--- src/rtl/mc_cpu_pkg.sv ---
// Shared types for the mc_cpu multi-cycle core.
// Holds opcodes, FSM states, branch condition codes and the flag bundle.
package mc_cpu_pkg;

  typedef enum logic [3:0] {
    OP_ADD  = 4'h0, OP_SUB  = 4'h1, OP_XOR  = 4'h2, OP_RSV3 = 4'h3,
    OP_SLL  = 4'h4, OP_SRA  = 4'h5, OP_ROR  = 4'h6, OP_RSV7 = 4'h7,
    OP_LW   = 4'h8, OP_SW   = 4'h9, OP_LLB  = 4'hA, OP_LHB  = 4'hB,
    OP_B    = 4'hC, OP_RSVD = 4'hD, OP_RSVE = 4'hE, OP_HLT  = 4'hF
  } opcode_t;

  typedef enum logic [2:0] {
    S_RST, S_FETCH, S_DECODE, S_EXEC, S_MEM, S_WB, S_HALT
  } state_t;

  localparam logic [2:0] CC_NE = 3'd0;
  localparam logic [2:0] CC_EQ = 3'd1;
  localparam logic [2:0] CC_GT = 3'd2;
  localparam logic [2:0] CC_LT = 3'd3;
  localparam logic [2:0] CC_GE = 3'd4;
  localparam logic [2:0] CC_LE = 3'd5;
  localparam logic [2:0] CC_OV = 3'd6;
  localparam logic [2:0] CC_AL = 3'd7;

  typedef struct packed {
    logic z;
    logic v;
    logic n;
  } flags_t;

  function automatic logic branch_taken(input logic [2:0] cond, input flags_t f);
    logic t;
    case (cond)
      CC_NE:   t = !f.z;
      CC_EQ:   t = f.z;
      CC_GT:   t = !f.z && !f.n;
      CC_LT:   t = f.n;
      CC_GE:   t = f.z || !f.n;
      CC_LE:   t = f.n || f.z;
      CC_OV:   t = f.v;
      default: t = 1'b1;
    endcase
    return t;
  endfunction

endpackage

--- src/rtl/mc_cpu_alu.sv ---
// Combinational ALU for mc_cpu: saturating add/sub, xor, shifts, rotate.
// Produces Z/V/N; the core decides which flags an opcode actually updates.
module mc_cpu_alu
  import mc_cpu_pkg::*;
#(
  parameter int DW = 16
) (
  input  opcode_t       op,
  input  logic [DW-1:0] a,
  input  logic [DW-1:0] b,
  input  logic [3:0]    shamt,
  output logic [DW-1:0] y,
  output flags_t        flags
);

  logic          is_sub;
  logic          ovf;
  logic [DW-1:0] b_eff;
  logic [DW-1:0] sum;
  logic [DW-1:0] sat;

  always_comb begin
    is_sub = (op == OP_SUB);
    b_eff  = is_sub ? ~b : b;
    sum    = a + b_eff + {{(DW-1){1'b0}}, is_sub};
    // Overflow only when both addends share a sign the result lost; clamp toward a's sign.
    ovf    = (a[DW-1] == b_eff[DW-1]) && (sum[DW-1] != a[DW-1]);
    sat    = ovf ? {a[DW-1], {(DW-1){~a[DW-1]}}} : sum;

    case (op)
      OP_ADD, OP_SUB: y = sat;
      OP_XOR:         y = a ^ b;
      OP_SLL:         y = a << shamt;
      OP_SRA:         y = $signed(a) >>> shamt;
      OP_ROR:         y = (a >> shamt) | (a << (7'(DW) - 7'(shamt)));
      default:        y = a;
    endcase

    flags.z = (y == '0);
    flags.n = y[DW-1];
    flags.v = ovf && (op == OP_ADD || op == OP_SUB);
  end

endmodule

--- src/rtl/mc_cpu.sv ---
// Multi-cycle 16-bit-ISA core with a unified instruction/data memory port.
// FSM, register file and PC live here; arithmetic is in mc_cpu_alu.
module mc_cpu
  import mc_cpu_pkg::*;
#(
  parameter int            DW       = 16,
  parameter logic [DW-1:0] RESET_PC = '0
) (
  input  logic          clk,
  input  logic          rst_n,
  output logic          hlt,
  output logic [DW-1:0] pc,
  output logic          mem_req,
  output logic          mem_we,
  output logic [DW-1:0] mem_addr,
  output logic [DW-1:0] mem_wdata,
  input  logic [DW-1:0] mem_rdata,
  input  logic          mem_ack
);

  state_t        state, state_nx;
  logic [15:0]   ir;
  logic [DW-1:0] regs [16];
  logic [DW-1:0] op_a, op_b, op_d;
  logic [DW-1:0] result, ea;
  flags_t        flags;

  opcode_t       op;
  logic [3:0]    rd;
  logic [DW-1:0] pc_seq, br_target, ea_nx, merged, alu_y;
  flags_t        alu_flags;

  always_comb begin
    op        = opcode_t'(ir[15:12]);
    rd        = ir[11:8];
    pc_seq    = pc + DW'(2);
    br_target = pc_seq + {{(DW-10){ir[8]}}, ir[8:0], 1'b0};
    ea_nx     = op_a + {{(DW-5){ir[3]}}, ir[3:0], 1'b0};
    merged    = op_d;
    if (op == OP_LLB) merged[7:0]  = ir[7:0];
    else              merged[15:8] = ir[7:0];
  end

  mc_cpu_alu #(.DW(DW)) u_alu (
    .op    (op),
    .a     (op_a),
    .b     (op_b),
    .shamt (ir[3:0]),
    .y     (alu_y),
    .flags (alu_flags)
  );

  always_comb begin
    state_nx  = state;
    mem_req   = 1'b0;
    mem_we    = 1'b0;
    mem_addr  = {pc[DW-1:1], 1'b0};
    mem_wdata = op_d;
    hlt       = (state == S_HALT);
    case (state)
      S_RST:    state_nx = S_FETCH;
      S_FETCH: begin
        mem_req = 1'b1;
        if (mem_ack) state_nx = S_DECODE;
      end
      S_DECODE: state_nx = (op == OP_HLT) ? S_HALT : S_EXEC;
      S_EXEC: begin
        case (op)
          OP_ADD, OP_SUB, OP_XOR, OP_SLL, OP_SRA, OP_ROR,
          OP_LLB, OP_LHB:  state_nx = S_WB;
          OP_LW, OP_SW:    state_nx = S_MEM;
          default:         state_nx = S_FETCH;
        endcase
      end
      S_MEM: begin
        mem_req  = 1'b1;
        mem_we   = (op == OP_SW);
        mem_addr = ea;
        if (mem_ack) state_nx = (op == OP_LW) ? S_WB : S_FETCH;
      end
      S_WB:     state_nx = S_FETCH;
      S_HALT:   state_nx = S_HALT;
      default:  state_nx = S_RST;
    endcase
  end

  always_ff @(posedge clk or negedge rst_n) begin
    if (!rst_n) begin
      state  <= S_RST;
      pc     <= RESET_PC;
      ir     <= '0;
      op_a   <= '0;
      op_b   <= '0;
      op_d   <= '0;
      result <= '0;
      ea     <= '0;
      flags  <= '0;
      for (int unsigned i = 0; i < 16; i++) regs[i] <= '0;
    end else begin
      state <= state_nx;
      case (state)
        S_FETCH: if (mem_ack) ir <= mem_rdata[15:0];
        S_DECODE: begin
          op_a <= regs[ir[7:4]];
          op_b <= regs[ir[3:0]];
          op_d <= regs[rd];
        end
        S_EXEC: begin
          case (op)
            OP_ADD, OP_SUB: begin
              result <= alu_y;
              flags  <= alu_flags;
            end
            OP_XOR, OP_SLL, OP_SRA, OP_ROR: begin
              result  <= alu_y;
              flags.z <= alu_flags.z;
            end
            OP_LLB, OP_LHB: result <= merged;
            OP_LW, OP_SW:   ea <= ea_nx & {{(DW-1){1'b1}}, 1'b0};
            OP_B:           pc <= branch_taken(ir[11:9], flags) ? br_target : pc_seq;
            default:        pc <= pc_seq;
          endcase
        end
        S_MEM: begin
          if (mem_ack) begin
            if (op == OP_LW) result <= mem_rdata;
            else             pc     <= pc_seq;
          end
        end
        S_WB: begin
          if (rd != 4'd0) regs[rd] <= result;
          pc <= pc_seq;
        end
        default: ;
      endcase
    end
  end

endmodule

--- config.mk ---
export PLATFORM = sky130hd
export DESIGN_NAME = mc_cpu
export DESIGN_NICKNAME = d
export VERILOG_FILES = /design/src/rtl/mc_cpu_pkg.sv /design/src/rtl/mc_cpu_alu.sv /design/src/rtl/mc_cpu.sv
export SDC_FILE = /design/constraint.sdc
export NUM_CORES = 1
export LEC_CHECK = 0
export BUFFER_PORTS_ARGS = -buffer_cell sky130_fd_sc_hd__buf_2
export CORE_AREA = 8 8 393 241
export DETAILED_ROUTE_END_ITERATION = 7
export DIE_AREA = 0 0 401 249
export HOLD_SLACK_MARGIN = 0.08
export SYNTH_ARGS = -nofsm -noshare
export SYNTH_HDL_FRONTEND = slang
export SYNTH_HIERARCHICAL = 1
export SYNTH_SLANG_ARGS = --single-unit
--- constraint.sdc ---
create_clock -name clk -period 5.64 [get_ports clk]
set_clock_uncertainty 0.1 [all_clocks]
set_input_delay 1.41 -clock clk [delete_from_list [all_inputs] [get_ports clk]]
set_output_delay 1.41 -clock clk [all_outputs]
set_load 0.01 [all_outputs]
=== Word-level counts from Yosys, hierarchy flattened ===
Memories as Yosys holds them, arrays and structs flattened.
Cells that the tools add are included.

* Bits of input ports: 19
* Bits in read-only memories: 32
* RAM bits: 0
* Logic and storage cells: 148
* Output and inout port bits: 51
* Register bits after elaboration: 373
* Latch bits: 0
* Memories kept: 1

{| class="wikitable"
|+ Memory list
! memory !! depth !! width !! read ports !! clocked after memory_dff !! write ports !! line !! source
|-
| (no name shown) || 16 || 2 || 1 || 0 || 0 || mc_cpu.sv:68 || <nowiki>case (op)</nowiki>
|}

* Div/mod/pow operators: 0
* Bitwise logic cells: 7
* Equal/unequal tests: 31
* Multipliers: 0
* Add/subtract/negate cells: 6
* Magnitude comparators: 4
* Shifts and indexed selects: 4
* Muxes and demuxes: 37
* Reductions and logical operators: 31

{| class="wikitable"
|+ Operators by type and width
! operator !! count
|-
| $bwmux W256 || 1
|-
| $mux W16 || 15
|-
| $bmux W16 S4 || 3
|-
| $pmux W16 S2 || 3
|-
| $pmux W16 S5 || 1
|-
| $demux W16 S4 || 1
|-
| $add A16 B16 Y16 || 3
|-
| $pmux W16 S3 || 1
|-
| $eq A4 B4 Y1 const B || 6
|-
| $eq A3 B3 Y1 const B || 6
|-
| $pmux W3 S6 || 1
|-
| $add A16 B1 Y16 || 1
|-
| $add A16 B2 Y16 const B || 1
|-
| $logic_not A16 Y1 || 1
|-
| $mux W8 || 2
|-
| $not A16 Y16 || 1
|-
| $or A16 B16 Y16 || 1
|-
| $shl A16 B4 Y16 || 1
|-
| $shl A16 B7 Y16 || 1
|-
| $shr A16 B4 Y16 || 1
|-
| $sshr A16 B4 Y16 || 1
|-
| $xor A16 B16 Y16 || 1
|-
| $ge A5 B5 Y1 const B || 3
|-
| $not A4 Y5 || 3
|-
| 28 further kinds || 61
|}

=== Depth between registers and ports, before layout ===
* Depth in word-level cells: 10
* Gate-level depth with buffers: 19
* Depth with buffers taken out: 14

=== Hierarchy ===
The synthesis kept the hierarchy.

{| class="wikitable"
|+ Modules (own cells, without submodules)
! module !! cells each !! area each (µm²) !! seq. area each (µm²) !! instances
|-
| mc_cpu || 1563 || 22212.6 || 9308.9 || 1
|-
| mc_cpu_alu || 588 || 4220.3 || 0.0 || 1
|}

=== Least setup slack after synthesis ===
No wires, ideal clock.

* Kind: register to register
* Start: register ir[13]
* End: register flags[2] (netlist bit)
* Data required time: 5475 ps
* Setup slack: 1265 ps
* Setup time: 65 ps
* Period minus slack after synthesis: 4375 ps
* Cell stages (with the launch flop): 19
* Data arrival time: 4210 ps
* Buffers on the path: 5
* Cell sequence: dfrtp_1 > clkbuf_1 > or4b_1 > buf_6 > buf_1 > xnor2_1 > ha_1 > clkbuf_1 > a21oi_2 > o21ai_0 > a221oi_2 > a211oi_4 > buf_6 > nor4_1 > o22ai_1 > nor4_1 > nand2_1 > nor4_2 > mux2_2

{| class="wikitable"
|+ RTL lines
! what !! line !! source
|-
| from (decl) || mc_cpu.sv:22 || <nowiki>logic [15:0] ir;</nowiki>
|-
| from (signal assigned) || mc_cpu.sv:102 || <nowiki>S_FETCH: if (mem_ack) ir <= mem_rdata[15:0];</nowiki>
|-
| to (signal assigned) || mc_cpu.sv:112 || <nowiki>flags <= alu_flags;</nowiki>
|-
| to (decl) || mc_cpu.sv:26 || <nowiki>flags_t flags;</nowiki>
|}

==> flow_summary.ini <==
[cts]
path_clk_slew_ps = 70
cts-root-buf = clkbuf_16
cts_buffers = 37
cts_tree = done
cts_setup_buffers = 0
cts_buffer_depth = 3
cts_sinks = 372
hold_buffers = 0
cts_resized = 0
clk_latency_ps = 560
h-tree-depth = 2

[global_routing]
met2_usage = 0.252
use_met1 = 0.274
track_usage = 0.183
antenna_found_initial = 2
grt_pass1_vias = 19892
grt_use_met3 = 0.0592
gr-total-overflow = 0
grt_start_max_net_pins = 110
grt_pass1_wl_um = 140000
top_usage_layer = met1

[timing]
hold_viol = 0
period_share = 0.899
maxSlewViolCount = 0
fmax_mhz = 197
rsz0062_at_grt = false
setup-violations-final = 0
fin_ws_ps = 568
period_needed_ps = 5070
worstMarginPinSlew_ps = 1250
setup-tns-final_ps = 0
relSlewSlack = 0.165

[yosys]
synth_seq_cells = 372
synth_compound_area_frac = 0.0907
synthAdderAreaFrac = 0.0264
yosysSeqAreaShare = 0.352
synth_largest_area_cell = dfrtp_1
synth-xor-area-share = 0.0252
muxShareOfSynthArea = 0.389
synthesis.area_mm2 = 0.0264
synthCells = 2151
ys_types = 103
yosys.area_share.simple = 0.0752
synth_top_area_share = 0.352
synthTopCellsByArea = dfrtp_1 (35%), mux4_2 (21%), mux2_1 (10%)
synth_warnings = 6
async_reset_ff_frac = 1.00
synth_top_family_by_area = multiplexers
syn_avg_cell_area_um2 = 12.3
synth_edf_count = 0
synth_ff_type = dfrtp_1

[worst_setup_path]
crit_arrival_ps = 5470
cp_max_fo = 11
crit_required_ps = 6040
criticalPathCategory = reg2reg
r2r_cells = 14
cp-end-kind = register
startpoint_type = register

[detailed_routing]
ant_nets = 0
drc = 0
initialDrtViolationCount = 2517
wl_per_cell_um = 28.4
avgViaCountPerCell = 6.01
vias = 19967
wirelength_um = 94400
drt_first_pass_iters = 6

[floorplanning]
fp.dieW_um = 401
num_rows = 85
initial_core_util = 0.297
die_area_mm2 = 0.0998
io-pin-count = 70
die_h_um = 249
core_area_mm2 = 0.0889

[cells_and_area]
num-nets-final = 2190
syn2layout_area_growth_pct = 10.3
drive_gt1_frac = 0.280
antenna_cells = 0
final_util = 0.328

[placed_design]
portBuffers = 67
pre_cts_ws_ps = 719
gp_congestion = 0.946
post-dp-hpwl_um = 65600

[flow_run]
drv_cap = 0

[hold_path]
hold_class = reg2reg
hold_depth = 0

[pwr]
powerDensity_mw_per_mm2 = 187
power.leakage_nw = 12.4
peakVddDrop_uv = 173

[outcome]
outcome = complete, no violations
[cells by family after synthesis]
group	after synthesis
other	1
adders and majority gates	54
xor gates and xnor gates	73
buffers and inverters	231
AOI/OAI and AO/OA	359
and+or+nand+nor	403
DFF	372
muxes	658
[worst max-delay path, stage by stage (launching register included)]
cell,delay [ps]
dfrtp_1,380
or4b_1,850
buf_4,340
xnor2_1,140
ha_1,300
a21oi_1,240
o21ai_0,130
a221oi_2,640
nand3_2,260
nand2_1,400
o221ai_1,220
nor3_1,370
nand4bb_1,220
nor4_2,240
mux2_2,180
[power by group]
group | internal (mW) | switching (mW)
Combinational | 0.00951 | 0.0681
Clock | 1.54 | 1.16
Sequential | 2.67 | 0
Total | 4.22 | 1.23
[per-stage QoR]
stage	hold slack, ps	cells	cell area (um2)	power, mW
after floorplan	343	2152	26400	2.72
after global placement	295	3252	27900	2.80
after detailed placement	303	3252	27900	2.80
after CTS	318	3320	29200	5.49
after global routing	339	3320	29200	5.62
final	314	3320	29200	5.45
[Yosys cell counts (13+ instances only)]
cell type  number
buf_6          14
mux4_2        245
buf_1          14
o21ai_0        82
nand2b_1       15
nor2_1         93
mux2_1        235
mux2i_1        54
o21ai_1        17
ha_1           51
inv_1          26
a211oi_1       13
nand2_1       149
buf_2          54
dfrtp_1       372
xnor2_1        49
xor2_1         22
a21oi_1        71
a31oi_1        20
mux2_2        105
clkbuf_1      109
nand3_1        24
a21o_1         16
nor2b_1        15
o21a_1         14
o211ai_1       20
nor3_1         21
o22ai_1        19
[per-layer routing]
layer  vias to the layer above  routed length (um)
li1                       8228                   -
met1                     10441               43200
met2                      1123               38300
met3                       175               10600
met4                         0                2300
met5                         -                   0
[path summary, 6_finish.rpt]
kind | from | endpoint | slack, ps
min reg2reg | regs[252]$_DFFE_PN0P_ | regs[252]$_DFFE_PN0P_ | 310
min in group asynchronous | rst_n | regs[98]$_DFFE_PN0P_ | 760
max | ir[15]$_DFFE_PN0P_ | flags[2]$_DFFE_PN0P_ | 570
max in group asynchronous | rst_n | regs[122]$_DFFE_PN0P_ | 3360
max reg2reg | ir[15]$_DFFE_PN0P_ | flags[2]$_DFFE_PN0P_ | 570
min | regs[252]$_DFFE_PN0P_ | regs[252]$_DFFE_PN0P_ | 310
[final cells by class]
type	instances	area, um2
clock inverter	11	141
sequential	372	9330
timing repair buffer	127	846
inverter	30	113
tap	1174	1470
multi-input combinational	1549	16100
clock buffer	57	1140
fill	8785	59800
[state kept, by name (all words and copies together) (netlist names)]
register   flops
ir            16
regs         256
pc            15
op_b          16
state          3
op_a          16
flags          3
mem_wdata     16
ea            15
result        16
[layout by cell type (no fill, tap or decap), types with 10 or more instances in the layout]
cell and n:
a31oi_1 20, nor2b_1 15, and3_1 11, xnor2_1 49, nor3_1 21, o21a_1 14, buf_2 66, mux2i_1 54
inv_1 26, mux2_2 105, xor2_1 22, a21o_1 16, dfrtp_1 363, o22ai_1 18, nand4_1 10, mux4_1 10
o21ai_1 17, ha_1 51, a21oi_1 71, a211oi_1 13, mux4_2 245, o211ai_1 20, nand2b_1 15, mux2_1 235
o21ai_0 82, nor2_1 91, nand2_1 148, clkbuf_8 10, clkbuf_16 39, nand3_1 22, buf_4 56
(Power assumes the default switching activity.)
